<file path="config.mk">
export PLATFORM = sky130hd
export DESIGN_NAME = dmem_arbiter_flat
export DESIGN_NICKNAME = d
export VERILOG_FILES = /design/src/rtl/dmem_arbiter_pkg.sv /design/src/rtl/dmem_arbiter_if.sv /design/src/rtl/dmem_tag_table.sv /design/src/rtl/dmem_arbiter.sv /design/src/flat_wrapper.sv
export SDC_FILE = /design/constraint.sdc
export NUM_CORES = 1
export LEC_CHECK = 0
export CAP_MARGIN = 15
export CORE_AREA = 5 5 213 215
export DETAILED_ROUTE_END_ITERATION = 10
export DIE_AREA = 0 0 218 220
export HOLD_SLACK_MARGIN = 0.02
export PLACE_DENSITY = 0.51
export SLEW_MARGIN = 20
export SYNTH_ARGS = -nofsm -noshare
export SYNTH_HDL_FRONTEND = slang
export SYNTH_SLANG_ARGS = --single-unit
</file>
<file path="constraint.sdc">
create_clock -name clock -period 10.6 [get_ports clock]
set_clock_uncertainty 0.2 [all_clocks]
set_input_delay 3.18 -clock clock [delete_from_list [all_inputs] [get_ports clock]]
set_output_delay 3.18 -clock clock [all_outputs]
set_load 0.02 [all_outputs]
</file>
<file path="src/rtl/dmem_arbiter_pkg.sv">
// dmem_arbiter_pkg: shared types and constants for the data-memory arbiter
// Holds the bus command and access-size types, requester indices, the request
// packet and the tag-table entry layout.
package dmem_arbiter_pkg;
  localparam int XLEN = 32;
  localparam int NUM_REQ = 3;
  localparam int STARVE_LIMIT = 4;
  localparam int NUM_TAGS = 16;
  localparam int TAG_W = $clog2(NUM_TAGS);
  localparam int OWN_W = $clog2(NUM_REQ);
  localparam int CNT_W = $clog2(STARVE_LIMIT + 1);
  localparam int REQ_FETCH = 0;
  localparam int REQ_LD = 1;
  localparam int REQ_ST = 2;
  typedef enum logic [1:0] {BUS_NONE = 2'h0, BUS_LOAD = 2'h1, BUS_STORE = 2'h2} BUS_COMMAND;
  typedef enum logic [1:0] {BYTE = 2'h0, HALF = 2'h1, WORD = 2'h2, DOUBLE = 2'h3} MEM_SIZE;
  typedef struct packed {
    BUS_COMMAND cmd;
    logic [XLEN-1:0] addr;
    logic [63:0] data;
    MEM_SIZE size;
  } DMEM_REQ_PACKET;
  typedef struct packed {
    logic valid;
    logic [OWN_W-1:0] owner;
    logic drop;
  } DMEM_TAG_ENTRY;
endpackage

</file>
<file path="src/rtl/dmem_arbiter_if.sv">
// dmem_arbiter_if: requester and memory-side bus bundle for dmem_arbiter
// master: arbiter view (requests and memory replies in; acks, responses and
// proc2Dmem command out). slave: the opposite side (requesters + memory).
interface dmem_arbiter_if;
  import dmem_arbiter_pkg::*;
  logic [NUM_REQ-1:0] req_valid;
  logic [NUM_REQ-1:0] req_ack;
  logic [NUM_REQ-1:0] rsp_valid;
  BUS_COMMAND [NUM_REQ-1:0] req_cmd;
  logic [NUM_REQ-1:0][XLEN-1:0] req_addr;
  logic [NUM_REQ-1:0][63:0] req_data;
  MEM_SIZE [NUM_REQ-1:0] req_size;
  logic [63:0] rsp_data;
  BUS_COMMAND proc2Dmem_command;
  logic [XLEN-1:0] proc2Dmem_addr;
  logic [63:0] proc2Dmem_data;
  MEM_SIZE proc2Dmem_size;
  logic [TAG_W-1:0] Dmem2proc_response;
  logic [63:0] Dmem2proc_data;
  logic [TAG_W-1:0] Dmem2proc_tag;
  modport master(
    input req_valid, req_cmd, req_addr, req_data, req_size,
    input Dmem2proc_response, Dmem2proc_data, Dmem2proc_tag,
    output req_ack, rsp_valid, rsp_data,
    output proc2Dmem_command, proc2Dmem_addr, proc2Dmem_data, proc2Dmem_size
  );
  modport slave(
    output req_valid, req_cmd, req_addr, req_data, req_size,
    output Dmem2proc_response, Dmem2proc_data, Dmem2proc_tag,
    input req_ack, rsp_valid, rsp_data,
    input proc2Dmem_command, proc2Dmem_addr, proc2Dmem_data, proc2Dmem_size
  );
endinterface

</file>
<file path="src/rtl/dmem_tag_table.sv">
// dmem_tag_table: outstanding-load tag table with squash-drop and overwrite error
// Ports: clock, reset (async active-low), squash; alloc/alloc_tag/alloc_owner
// write an entry; ret_tag looks up and clears; deliver/ret_owner say whether and
// to whom the return goes; tag_err is sticky on allocation into a live entry.
module dmem_tag_table
  import dmem_arbiter_pkg::*;
(
  input  logic clock,
  input  logic reset,
  input  logic squash,
  input  logic alloc,
  input  logic [TAG_W-1:0] alloc_tag,
  input  logic [OWN_W-1:0] alloc_owner,
  input  logic [TAG_W-1:0] ret_tag,
  output logic deliver,
  output logic [OWN_W-1:0] ret_owner,
  output logic tag_err
);
  DMEM_TAG_ENTRY tbl [NUM_TAGS];
  DMEM_TAG_ENTRY ret;
  logic hit;
  assign ret = tbl[ret_tag];
  assign hit = ret_tag != '0 && ret.valid;
  assign ret_owner = ret.owner;
  // a load return arriving in the squash cycle is already stale
  assign deliver = hit && !ret.drop && !(squash && ret.owner == OWN_W'(REQ_LD));
  always_ff @(posedge clock or negedge reset)
    if (!reset) begin
      tbl <= '{default: '0};
      tag_err <= 1'b0;
    end else begin
      // a same-cycle return frees the entry before the new allocation lands
      if (alloc && tbl[alloc_tag].valid && !(hit && ret_tag == alloc_tag)) tag_err <= 1'b1;
      for (int t = 1; t < NUM_TAGS; t++) begin
        if (squash && tbl[t].valid && tbl[t].owner == OWN_W'(REQ_LD)) tbl[t].drop <= 1'b1;
        if (hit && ret_tag == TAG_W'(t)) tbl[t] <= '0;
        if (alloc && alloc_tag == TAG_W'(t)) tbl[t] <= '{valid: 1'b1, owner: alloc_owner, drop: 1'b0};
      end
    end
endmodule

</file>
<file path="src/rtl/dmem_arbiter.sv">
// dmem_arbiter: shares the data-memory port among fetch, load and store requesters
// Ports: clock, reset (async active-low), squash, bus (dmem_arbiter_if.master),
// tag_err. With DMEM_ARB_STATS_EN defined, adds stat_grants, stat_rejects and
// stat_starve counters.
module dmem_arbiter
  import dmem_arbiter_pkg::*;
(
  input  logic clock,
  input  logic reset,
  input  logic squash,
  dmem_arbiter_if.master bus,
  output logic tag_err
`ifdef DMEM_ARB_STATS_EN
  ,
  output logic [NUM_REQ-1:0][31:0] stat_grants,
  output logic [31:0] stat_rejects,
  output logic [31:0] stat_starve
`endif
);
  logic [NUM_REQ-1:0][CNT_W-1:0] starve_cnt;
  logic [OWN_W-1:0] win;
  logic [OWN_W-1:0] ret_owner;
  logic forced, issue, accepted, deliver;
  DMEM_REQ_PACKET pkt;
  // starved requesters override the fixed order; iterate downward so the lowest index wins
  always_comb begin
    forced = 1'b0;
    win = OWN_W'(REQ_FETCH);
    for (int i = NUM_REQ - 1; i >= 0; i--)
      if (bus.req_valid[i] && starve_cnt[i] == CNT_W'(STARVE_LIMIT)) begin
        forced = 1'b1;
        win = OWN_W'(i);
      end
    if (!forced)
      win = bus.req_valid[REQ_LD] ? OWN_W'(REQ_LD) : bus.req_valid[REQ_ST] ? OWN_W'(REQ_ST) : OWN_W'(REQ_FETCH);
  end
  assign issue = reset && |bus.req_valid;
  assign pkt = issue ? DMEM_REQ_PACKET'{cmd: bus.req_cmd[win], addr: bus.req_addr[win],
                                        data: bus.req_data[win], size: bus.req_size[win]} : '0;
  assign accepted = issue && bus.Dmem2proc_response != '0;
  assign bus.req_ack = accepted ? NUM_REQ'(1) << win : '0;
  assign bus.proc2Dmem_command = pkt.cmd;
  assign bus.proc2Dmem_addr = pkt.addr;
  assign bus.proc2Dmem_data = pkt.data;
  assign bus.proc2Dmem_size = pkt.size;
  always_ff @(posedge clock or negedge reset)
    if (!reset) starve_cnt <= '0;
    else
      for (int i = 0; i < NUM_REQ; i++)
        starve_cnt[i] <= (!bus.req_valid[i] || bus.req_ack[i]) ? '0 :
                         starve_cnt[i] + CNT_W'(starve_cnt[i] != CNT_W'(STARVE_LIMIT));
  dmem_tag_table u_tags (
    .clock(clock),
    .reset(reset),
    .squash(squash),
    .alloc(accepted && pkt.cmd == BUS_LOAD),
    .alloc_tag(bus.Dmem2proc_response),
    .alloc_owner(win),
    .ret_tag(bus.Dmem2proc_tag),
    .deliver(deliver),
    .ret_owner(ret_owner),
    .tag_err(tag_err)
  );
  always_ff @(posedge clock or negedge reset)
    if (!reset) begin
      bus.rsp_valid <= '0;
      bus.rsp_data <= '0;
    end else begin
      bus.rsp_valid <= deliver ? NUM_REQ'(1) << ret_owner : '0;
      if (deliver) bus.rsp_data <= bus.Dmem2proc_data;
    end
`ifdef DMEM_ARB_STATS_EN
  always_ff @(posedge clock or negedge reset)
    if (!reset) begin
      stat_grants <= '0;
      stat_rejects <= '0;
      stat_starve <= '0;
    end else begin
      for (int i = 0; i < NUM_REQ; i++) stat_grants[i] <= stat_grants[i] + 32'(bus.req_ack[i]);
      stat_rejects <= stat_rejects + 32'(issue && !accepted);
      stat_starve <= stat_starve + 32'(issue && forced);
    end
`endif
endmodule

</file>
<file path="src/flat_wrapper.sv">
// flat-port wrapper written by rule: the top's interface ports become plain ports
module dmem_arbiter_flat import dmem_arbiter_pkg::*;
  (clock, reset, squash, tag_err, bus_req_valid, bus_req_cmd, bus_req_addr, bus_req_data, bus_req_size, bus_Dmem2proc_response, bus_Dmem2proc_data, bus_Dmem2proc_tag, bus_req_ack, bus_rsp_valid, bus_rsp_data, bus_proc2Dmem_command, bus_proc2Dmem_addr, bus_proc2Dmem_data, bus_proc2Dmem_size);
  dmem_arbiter_if bus_i ();
  input  logic clock;
  input  logic reset;
  input  logic squash;
  output logic tag_err;
  input wire logic [$bits(bus_i.req_valid)-1:0] bus_req_valid;
  input wire logic [$bits(bus_i.req_cmd)-1:0] bus_req_cmd;
  input wire logic [$bits(bus_i.req_addr)-1:0] bus_req_addr;
  input wire logic [$bits(bus_i.req_data)-1:0] bus_req_data;
  input wire logic [$bits(bus_i.req_size)-1:0] bus_req_size;
  input wire logic [$bits(bus_i.Dmem2proc_response)-1:0] bus_Dmem2proc_response;
  input wire logic [$bits(bus_i.Dmem2proc_data)-1:0] bus_Dmem2proc_data;
  input wire logic [$bits(bus_i.Dmem2proc_tag)-1:0] bus_Dmem2proc_tag;
  output wire logic [$bits(bus_i.req_ack)-1:0] bus_req_ack;
  output wire logic [$bits(bus_i.rsp_valid)-1:0] bus_rsp_valid;
  output wire logic [$bits(bus_i.rsp_data)-1:0] bus_rsp_data;
  output wire logic [$bits(bus_i.proc2Dmem_command)-1:0] bus_proc2Dmem_command;
  output wire logic [$bits(bus_i.proc2Dmem_addr)-1:0] bus_proc2Dmem_addr;
  output wire logic [$bits(bus_i.proc2Dmem_data)-1:0] bus_proc2Dmem_data;
  output wire logic [$bits(bus_i.proc2Dmem_size)-1:0] bus_proc2Dmem_size;
  assign bus_i.req_valid = bus_req_valid;
  assign bus_i.req_cmd = bus_req_cmd;
  assign bus_i.req_addr = bus_req_addr;
  assign bus_i.req_data = bus_req_data;
  assign bus_i.req_size = bus_req_size;
  assign bus_i.Dmem2proc_response = bus_Dmem2proc_response;
  assign bus_i.Dmem2proc_data = bus_Dmem2proc_data;
  assign bus_i.Dmem2proc_tag = bus_Dmem2proc_tag;
  assign bus_req_ack = bus_i.req_ack;
  assign bus_rsp_valid = bus_i.rsp_valid;
  assign bus_rsp_data = bus_i.rsp_data;
  assign bus_proc2Dmem_command = bus_i.proc2Dmem_command;
  assign bus_proc2Dmem_addr = bus_i.proc2Dmem_addr;
  assign bus_proc2Dmem_data = bus_i.proc2Dmem_data;
  assign bus_proc2Dmem_size = bus_i.proc2Dmem_size;
  dmem_arbiter u_core (.clock(clock), .reset(reset), .squash(squash), .bus(bus_i), .tag_err(tag_err));
endmodule
</file>
== Yosys cells after proc, flatten, opt, wreduce, memory -nomap -nowiden ==
Index checks and enable logic that the tools add are counted.

* $lt $le $gt $ge: 3
* Equality and inequality tests: 54
* Add/sub/neg operators: 3
* Shift operators: 2
* Mux-type cells: 74
* Bitwise logic cells: 2
* Reduce and logical (&&, ||, !) cells: 115

{| class="wikitable"
|+ Operators by type and width
! cell !! count
|-
| $mux 4 || 34
|-
| $bmux 64 s2 || 1
|-
| $mux 100 || 1
|-
| $logic_and 1x1->1 || 73
|-
| $bmux 32 s2 || 1
|-
| $eq 4x4->1 const B || 16
|-
| $mux 64 || 1
|-
| $reduce_bool 3->1 || 15
|-
| $eq 2x1->1 const B || 17
|-
| $bmux 4 s4 || 2
|-
| $eq 4x3->1 const B || 8
|-
| $mux 32 || 1
|-
| $reduce_bool 2->1 || 15
|-
| $mux 1 || 18
|-
| $eq 4x2->1 const B || 4
|-
| $mux 2 || 8
|-
| $mux 3 || 5
|-
| $ge 5x5->1 const B || 2
|-
| $not 4->5 || 2
|-
| $add 3x1->3 || 3
|-
| $eq 3x3->1 const B || 3
|-
| $ne 3x3->1 const B || 3
|-
| $bmux 2 s2 || 2
|-
| $eq 4x1->1 const B || 2
|-
| other kinds (7) || 16
|}

* Bits in registers: 137
* Logic and storage cells: 304
* Input bits: 378

== Longest topological paths before layout ==
Gate-level depths: netlist of the first run.

* Depth after elaboration: 13
* Mapped depth: 10
* Depth with buffers taken out: 6

== Cells and area by module ==
Synthesis of the first run repeated with hierarchy kept, for this count alone.

* Cells, all modules: 951
* Area total of the unflattened synthesis: 8808.4 µm²

{| class="wikitable"
|+ By module, submodules not included
! module !! cells each !! times used !! area each (µm²) !! seq. area each (µm²)
|-
| dmem_arbiter || 675 || 1 || 5524.0 || 1901.8
|-
| dmem_tag_table || 276 || 1 || 3284.4 || 1526.5
|}

== Least setup slack after synthesis of the first run ==
No wires, ideal clock.

* Path kind: input to output
* Start: input bus_req_valid[1]
* End: output bus_proc2Dmem_addr[22]
* Path buffers: 3
* Required time: 7220 ps
* Stages: 7
* Data arrival time: 4925 ps
* Setup slack: 2295 ps
* Path through: clkbuf_1 o21ai_0 nor2_1 clkbuf_1 buf_1 a222oi_1 nor2_1

* Cells in the longest elaborated chain, start to end: 7
* Elaborated cells between the ends (all ways): 12

{| class="wikitable"
|+ Ends and longest elaborated chain
! item !! line !! text
|-
| start: declaration || flat_wrapper.sv:9 || <nowiki>input wire logic [$bits(bus_i.req_valid)-1:0] bus_req_valid;</nowiki>
|-
| $logic_and 1x1->1 || dmem_arbiter.sv:30 || <nowiki>if (bus.req_valid[i] && starve_cnt[i] == CNT_W'(STARVE_LIMIT)) begin</nowiki>
|-
| $mux 2 / $mux 1 (equally long branches) (2 in series) || dmem_arbiter.sv:30 ||
|-
| $mux 2 || dmem_arbiter.sv:34 || <nowiki>if (!forced)</nowiki>
|-
| $bmux 32 s2 || dmem_arbiter.sv:38 || <nowiki>assign pkt = issue ? DMEM_REQ_PACKET'{cmd: bus.req_cmd[win], addr: bus.req_addr[win],</nowiki>
|-
| $mux 32 (implied by the code) || dmem_arbiter.sv:38 ||
|-
| $mux 100 * || dmem_arbiter.sv:38 ||
|-
| end: declaration || flat_wrapper.sv:21 || <nowiki>output wire logic [$bits(bus_i.proc2Dmem_addr)-1:0] bus_proc2Dmem_addr;</nowiki>
|}

Mark *: on every way between the ends. The rest lies on a longest branch, timed or not. The select of a mux whose other input is x is not followed.

== Worst setup path in the final report of the first run ==
* Start: input bus_req_valid[1]
* End: output bus_proc2Dmem_data[24]

* Cells in the longest elaborated chain, start to end: 7
* Elaborated cells between the ends (all ways): 12

{| class="wikitable"
|+ Ends and longest elaborated chain
! item !! line !! text
|-
| $logic_and 1x1->1 || dmem_arbiter.sv:30 ||
|-
| $mux 2 / $mux 1 (equally long branches) (2 in series) || dmem_arbiter.sv:30 ||
|-
| $mux 2 || dmem_arbiter.sv:34 ||
|-
| $bmux 64 s2 || dmem_arbiter.sv:39 || <nowiki>data: bus.req_data[win], size: bus.req_size[win]} : '0;</nowiki>
|-
| $mux 64 (implied by the code) || dmem_arbiter.sv:39 ||
|-
| $mux 100 * || dmem_arbiter.sv:38 ||
|-
| end: declaration || flat_wrapper.sv:22 || <nowiki>output wire logic [$bits(bus_i.proc2Dmem_data)-1:0] bus_proc2Dmem_data;</nowiki>
|}

Marked as above.

==> results of run 1 <==
final cells by class:
type                       count  area share
antenna                       10    0.001662
clock buffer                  19     0.02941
clock inverter                12     0.01005
inverter                      12    0.002991
multi-input combinational    546      0.3054
sequential                   137      0.2277
tap                          592     0.04919
timing repair buffer         562      0.3736
sequential cells by signal (all words and copies together) (netlist names):
signal	count
u_core.u_tags.tbl	60
u_core.u_tags.tag_err	1
u_core.bus.rsp_valid	3
u_core.bus.rsp_data	64
u_core.starve_cnt	9
through the flow:
stage	power (W)	setup WS (ns)
after detailed placement	0.002087	0.8822
after floorplan	0.001480	2.295
after global placement	0.002083	0.9127
after CTS	0.002706	0.8464
after global routing	0.002812	0.6752
final	0.002682	0.7692
cells in the final DEF, fill, tap and decap left out, types with 6 or more instances in the layout:
| cell type | Yosys | routed |
|---|---|---|
| sky130_fd_sc_hd__a21o_1 | 7 | 7 |
| sky130_fd_sc_hd__a222oi_1 | 98 | 98 |
| sky130_fd_sc_hd__a41o_1 | 9 | 9 |
| sky130_fd_sc_hd__and3_1 | 22 | 21 |
| sky130_fd_sc_hd__and4b_1 | 7 | 7 |
| sky130_fd_sc_hd__buf_4 | 0 | 12 |
| sky130_fd_sc_hd__clkbuf_16 | 0 | 17 |
| sky130_fd_sc_hd__clkdlybuf4s50_1 | 0 | 547 |
| sky130_fd_sc_hd__dfrtp_1 | 137 | 137 |
| sky130_fd_sc_hd__diode_2 | 0 | 10 |
| sky130_fd_sc_hd__ha_1 | 6 | 6 |
| sky130_fd_sc_hd__inv_1 | 12 | 12 |
| sky130_fd_sc_hd__mux2_2 | 22 | 22 |
| sky130_fd_sc_hd__mux2_4 | 49 | 49 |
| sky130_fd_sc_hd__mux2i_1 | 36 | 36 |
| sky130_fd_sc_hd__mux4_2 | 12 | 12 |
| sky130_fd_sc_hd__nand2_1 | 59 | 59 |
| sky130_fd_sc_hd__nand3_1 | 8 | 8 |
| sky130_fd_sc_hd__nand4_1 | 9 | 9 |
| sky130_fd_sc_hd__nor2_1 | 114 | 113 |
| sky130_fd_sc_hd__nor2b_1 | 13 | 13 |
| sky130_fd_sc_hd__nor4_4 | 7 | 7 |
| sky130_fd_sc_hd__o21ai_0 | 8 | 8 |
| sky130_fd_sc_hd__xor2_1 | 7 | 7 |
power by group:
group / switching, W / internal [W]
registers: 0.000125 / 0.000713
clock network: 0.000227 / 0.000373
logic: 0.000561 / 0.000682
total: 0.000914 / 0.00177
worst paths after layout:
path	to	slack, ns	cells after the start
max in group asynchronous	u_core.u_tags.tbl[24]	6.49	2
worst min register to register	u_core.bus.rsp_data[24]	0.30	1
min in group asynchronous	u_core.u_tags.tbl[5]	2.55	1
worst max register to register	u_core.bus.rsp_data[1]	7.52	6
worst max-delay path	bus_proc2Dmem_data[24]	0.77	7
worst min-delay path	u_core.bus.rsp_data[24]	0.30	1
kinds of logic (layout without fill, tap and decap cells):
kind of cell	Yosys count	after routing	share of synthesized area
XOR/XNOR	7	7	0.007281
adder cells (fa/ha/maj)	6	6	0.008915
flip-flops	137	137	0.4071
AO/OA/AOI/OAI	148	148	0.1669
AND/OR/NAND/NOR	266	266	0.1657
buffers and inverters	84	605	0.05245
multiplexers	119	119	0.1917
other	0	10	0
critical path, cell delays in order:
cell and delay, ns:
sky130_fd_sc_hd__clkdlybuf4s50_1 0.78, sky130_fd_sc_hd__o21ai_0 0.29, sky130_fd_sc_hd__nor2_4 0.77, sky130_fd_sc_hd__buf_4 0.41, sky130_fd_sc_hd__a222oi_1 0.13, sky130_fd_sc_hd__nor2_1 0.23
sky130_fd_sc_hd__clkdlybuf4s50_1 0.64
layer usage:
layer | global-route usage | part of all wire
met1 | 0.2690 | 0.42
met2 | 0.3285 | 0.44
met3 | 0.08930 | 0.11
met4 | 0.05338 | 0.019
met5 | 0 | 0.0018
==> impl_metrics.py, run 1 <==
metrics = {
    "synth": {
        "synth.ff_latch_count": 137,
        "post_synthesis_sequential_area_ratio": 0.4071,
        "postSynth.topFlopCell": "sky130_fd_sc_hd__dfrtp_1",
        "post_synth_most_frequent_cells": "137 x sky130_fd_sc_hd__dfrtp_1, 114 x sky130_fd_sc_hd__nor2_1, 98 x sky130_fd_sc_hd__a222oi_1",
        "synthesis.area_um2": 8421,
        "yosys.cell_count.top_type": "sky130_fd_sc_hd__dfrtp_1",
        "ys_top_cells_by_area": "sky130_fd_sc_hd__dfrtp_1 41%, sky130_fd_sc_hd__a222oi_1 12%, sky130_fd_sc_hd__mux2_4 8.7%",
        "area_share_of_the_leading_cell_type_in_the_synthesized_netlist": 0.4071,
        "synth_cell_type_count": 54,
        "postSynthNetCount": 1151,
        "post_synthesis_average_cell_area_um2": 10.98,
        "async_flop_share": 1.000,
        "synth_enable_flop_cells": 0,
        "synthesis.instances": 767,
        "post-synth-top-area-cell": "sky130_fd_sc_hd__dfrtp_1",
        "yosysWarningCount": 4,
    },
    "clock_tree": {
        "path_clk_slew_ns": 0.05,
        "worst_skew_pair.late_latency_ns": 0.43,
        "tritoncts": "yes",
        "cts.htree.levels": 4,
        "clock-sinks": 137,
        "cts_root_buf": "sky130_fd_sc_hd__clkbuf_16",
        "hold_buffers": 0,
        "cts-buffers-inserted": 17,
        "cts_buffer_depth": 2,
        "post_cts_setup_inserts": 0,
        "postCtsResizedCells": 0,
    },
    "routing": {
        "finalWirelength_um": 52630,
        "routed-via-count": 9211,
        "detail_route.drc_violations": 0,
        "post_detailed_route_via_to_cell_ratio": 4.874,
        "drtPass1Iterations": 9,
        "detailedRoute.firstIterationViolations": 971,
        "wl_per_cell_um": 27.85,
        "ant_nets": 0,
    },
    "worst_setup_path": {
        "timing.critical_path.fanout_max": 33,
        "crit_start": "bus_req_valid[1]",
        "worstPathArrival_ns": 6.45,
        "type_of_element_launching_the_critical_path": "primary input",
        "critPathKind": "in2out",
        "crit-reg2reg-launch": "u_core.u_tags.tbl[50]",
        "worstPathRequired_ns": 7.22,
        "endpoint_kind": "output port",
    },
    "floorplan": {
        "rows": 77,
        "fp.dieH_um": 220,
        "pin_count": 549,
        "coreArea_um2": 43550,
        "floorplan.initialDensity": 0.1934,
        "dieArea_um2": 47960,
        "chipWidth_um": 218,
    },
    "sta": {
        "achievable_freq_mhz": 101.7,
        "finalMaxSlewViolations": 0,
        "setup_tns_ns": 0,
        "max_slew.worst_pin.slew_ns": 0.9694,
        "finalSetupViolations": 0,
        "worst_hold_slack_ns": 0.3046,
        "slew_headroom": 0.3537,
        "grt_setup_unrepaired": "false",
        "min_period_ns": 9.831,
        "period_share": 0.9274,
        "hold_violations": 0,
    },
    "cells_and_area": {
        "syn_to_final_growth_pct": 78.83,
        "layout.cell_area.non_filler_um2": 15060,
        "layout.nets": 1660,
        "num-fill-cells": 4491,
        "multi_input_area_um2": 4599,
        "layout.area.seq_um2": 3428,
        "final_cell_count_no_fill": 1890,
        "finish.utilization": 0.3458,
        "layout-drive-gt1-share": 0.1165,
    },
    "place": {
        "port_buffer_count": 548,
        "dpl_cell_area_um2": 14440,
        "dp.cells": 1849,
        "dp_hpwl_um": 43050,
        "final_weighted_congestion_in_routability_driven_placement": 1.033,
    },
    "worst_hold_path": {
        "holdCritPathClass": "reg2reg",
        "hold_path.startpoint": "u_core.bus.rsp_data[24]",
    },
    "grt": {
        "globalRouteOverflowTotal": 0,
        "grt_first_pass_wirelength_um": 72440,
        "grt_pass1_vias": 9437,
        "grt_start_max_net_pins": 101,
        "grt_util_all_layers": 0.2102,
        "grt_antenna_before_repair": 20,
    },
    "pwr": {
        "power.ir.vdd_worst_mv": 0.1478,
        "p_leak_nw": 6.257,
        "p_per_area_nw_per_um2": 178.1,
    },
    "run_status": {
        "result_of_the_run": "finished clean",
    },
    "run": {
        "drv.max_cap_violation_count": 0,
    },
}
(Power assumes the default switching activity.)
==> run 2, diff against run 1 <==
CTS_CLUSTER_DIAMETER = 50   (was unset)
PLACE_DENSITY = unset   (was 0.51)
PLACE_DENSITY_LB_ADDON = 0.08   (was unset)
==> impl_metrics.py, run 2 (synthesized netlist as in run 1, its figures left out) <==
metrics = {
    "floorplan": {
        "floorplan.initialDensity": 0.1934,
        "pin_count": 549,
        "rows": 77,
        "fp.dieH_um": 220,
        "chipWidth_um": 218,
        "dieArea_um2": 47960,
        "coreArea_um2": 43550,
    },
    "run_status": {
        "result_of_the_run": "finished clean",
    },
    "clock_tree": {
        "postCtsResizedCells": 0,
        "worst_skew_pair.late_latency_ns": 0.42,
        "hold_buffers": 0,
        "cts-buffers-inserted": 17,
        "cts.htree.levels": 4,
        "cts_root_buf": "sky130_fd_sc_hd__clkbuf_16",
        "post_cts_setup_inserts": 0,
        "cts_buffer_depth": 2,
        "clock-sinks": 137,
        "tritoncts": "yes",
        "path_clk_slew_ns": 0.06,
    },
    "sta": {
        "grt_setup_unrepaired": "false",
        "slew_headroom": 0.3913,
        "finalSetupViolations": 0,
        "hold_violations": 0,
        "achievable_freq_mhz": 103.4,
        "max_slew.worst_pin.slew_ns": 0.9131,
        "finalMaxSlewViolations": 0,
        "period_share": 0.9120,
        "setup_slack_ns": 0.9326,
        "setup_tns_ns": 0,
        "min_period_ns": 9.667,
    },
    "worst_setup_path": {
        "type_of_element_launching_the_critical_path": "primary input",
        "crit_start": "bus_req_valid[0]",
        "worstPathArrival_ns": 6.29,
        "timing.reg2reg.worst_path_depth": 6,
        "endpoint_kind": "output port",
        "last_element_of_the_critical_path": "bus_proc2Dmem_data[58]",
        "critPathKind": "in2out",
        "timing.critical_path.fanout_max": 67,
        "r2r-end": "u_core.u_tags.tbl[50]",
        "crit-reg2reg-launch": "u_core.starve_cnt[1]",
        "worstPathRequired_ns": 7.22,
        "reg2reg_slack_ns": 7.69,
    },
    "cells_and_area": {
        "layout.nets": 1661,
        "num-fill-cells": 4499,
        "layout-drive-gt1-share": 0.1171,
        "largest_reg_flops": 64,
        "syn_to_final_growth_pct": 79.57,
        "final_cell_count_no_fill": 1893,
        "mostFrequentLayoutCell": "sky130_fd_sc_hd__clkdlybuf4s50_1",
        "largest_register_by_flop_count": "u_core.bus.rsp_data",
        "most-common-layout-cells": "547 x sky130_fd_sc_hd__clkdlybuf4s50_1, 137 x sky130_fd_sc_hd__dfrtp_1, 113 x sky130_fd_sc_hd__nor2_1, 98 x sky130_fd_sc_hd__a222oi_1, 59 x sky130_fd_sc_hd__nand2_1",
        "reg.largest.list": "u_core.bus.rsp_data: 64 flops, u_core.u_tags.tbl: 60 flops, u_core.starve_cnt: 9 flops",
    },
    "place": {
        "port_buffer_count": 548,
        "final_weighted_congestion_in_routability_driven_placement": 0.8862,
        "dp.cells": 1850,
        "dp_hpwl_um": 40330,
        "place_ws_ns": 0.9401,
    },
    "routing": {
        "finalWirelength_um": 49990,
        "detail_route.drc_violations": 0,
        "routed-via-count": 8907,
        "wl_per_cell_um": 26.41,
        "detailedRoute.firstIterationViolations": 969,
        "drtPass1Iterations": 9,
        "post_detailed_route_via_to_cell_ratio": 4.705,
        "ant_nets": 0,
    },
    "grt": {
        "globalRouteOverflowTotal": 0,
        "grt_first_pass_wirelength_um": 69100,
        "grt_pass1_vias": 9458,
        "grt_start_max_net_pins": 101,
        "grt_util_all_layers": 0.1980,
        "grt_antenna_before_repair": 15,
    },
    "worst_hold_path": {
        "number_of_instances_on_the_worst_hold_path": 1,
        "holdCritPathClass": "reg2reg",
    },
    "run": {
        "drv.max_cap_violation_count": 0,
    },
    "pwr": {
        "p_per_area_nw_per_um2": 177.6,
        "power.ir.vdd_worst_mv": 0.1085,
        "p_leak_nw": 6.277,
    },
}
==> run 2: cell type report <==
type	count	area, µm²	share of cell area
Timing Repair Buffer	563	5674	0.3753
Sequential cell	137	3428	0.2267
Inverter	12	45.04	0.002979
Multi-Input combinational cell	546	4599	0.3042
Clock inverter	11	145.1	0.009599
Clock buffer	21	460.4	0.03045
Tap cell	592	740.7	0.04899
Antenna cell	11	27.53	0.001820
==> run 2: power breakdown <==
part	switching, W	internal (W)
combinational	0.000554	0.000684
clock	0.000236	0.000382
sequential	0.000117	0.000712
total	0.000907	0.00178
==> run 2: worst min-delay path by stage <==
stage                                       start                       to  slack [ns]
after floorplan              u_core.u_tags.tbl[7]     u_core.u_tags.tbl[7]        0.28
after CTS                  u_core.bus.rsp_data[5]   u_core.bus.rsp_data[5]        0.31
final                       u_core.u_tags.tag_err    u_core.u_tags.tag_err        0.30
after detailed placement   u_core.bus.rsp_data[5]   u_core.bus.rsp_data[5]        0.29
after global placement     u_core.bus.rsp_data[5]   u_core.bus.rsp_data[5]        0.29
after global routing      u_core.bus.rsp_data[21]  u_core.bus.rsp_data[21]        0.32
==> run 2: per-stage QoR <==
step	util	total power, W	hold slack, ns	cell area, µm²
after detailed placement	0.3327	0.002086	0.2917	14490
after global routing	0.3472	0.002824	0.3161	15120
after floorplan	-	0.001480	0.2759	8421
after global placement	0.3327	0.002084	0.2878	14490
after CTS	0.3466	0.002720	0.3070	15090
final	0.3472	0.002686	0.3033	15120
==> run 2: worst max-delay path: stages <==
cell                              delay (ns)
sky130_fd_sc_hd__clkdlybuf4s50_1        0.56
sky130_fd_sc_hd__nand4bb_1              0.38
sky130_fd_sc_hd__and3_4                 0.80
sky130_fd_sc_hd__buf_12                 0.29
sky130_fd_sc_hd__a222oi_1               0.11
sky130_fd_sc_hd__nor2_1                 0.18
sky130_fd_sc_hd__clkdlybuf4s50_1        0.68
==> run 2: routing by layer <==
metal | vias to the layer above | wire (µm) | track usage
met2 | 364 | 25690 | 0.3435
met5 | - | 0 | 0
li1 | 4029 | - | -
met3 | 47 | 4514 | 0.07872
met1 | 4467 | 18760 | 0.2235
met4 | 0 | 1029 | 0.06364
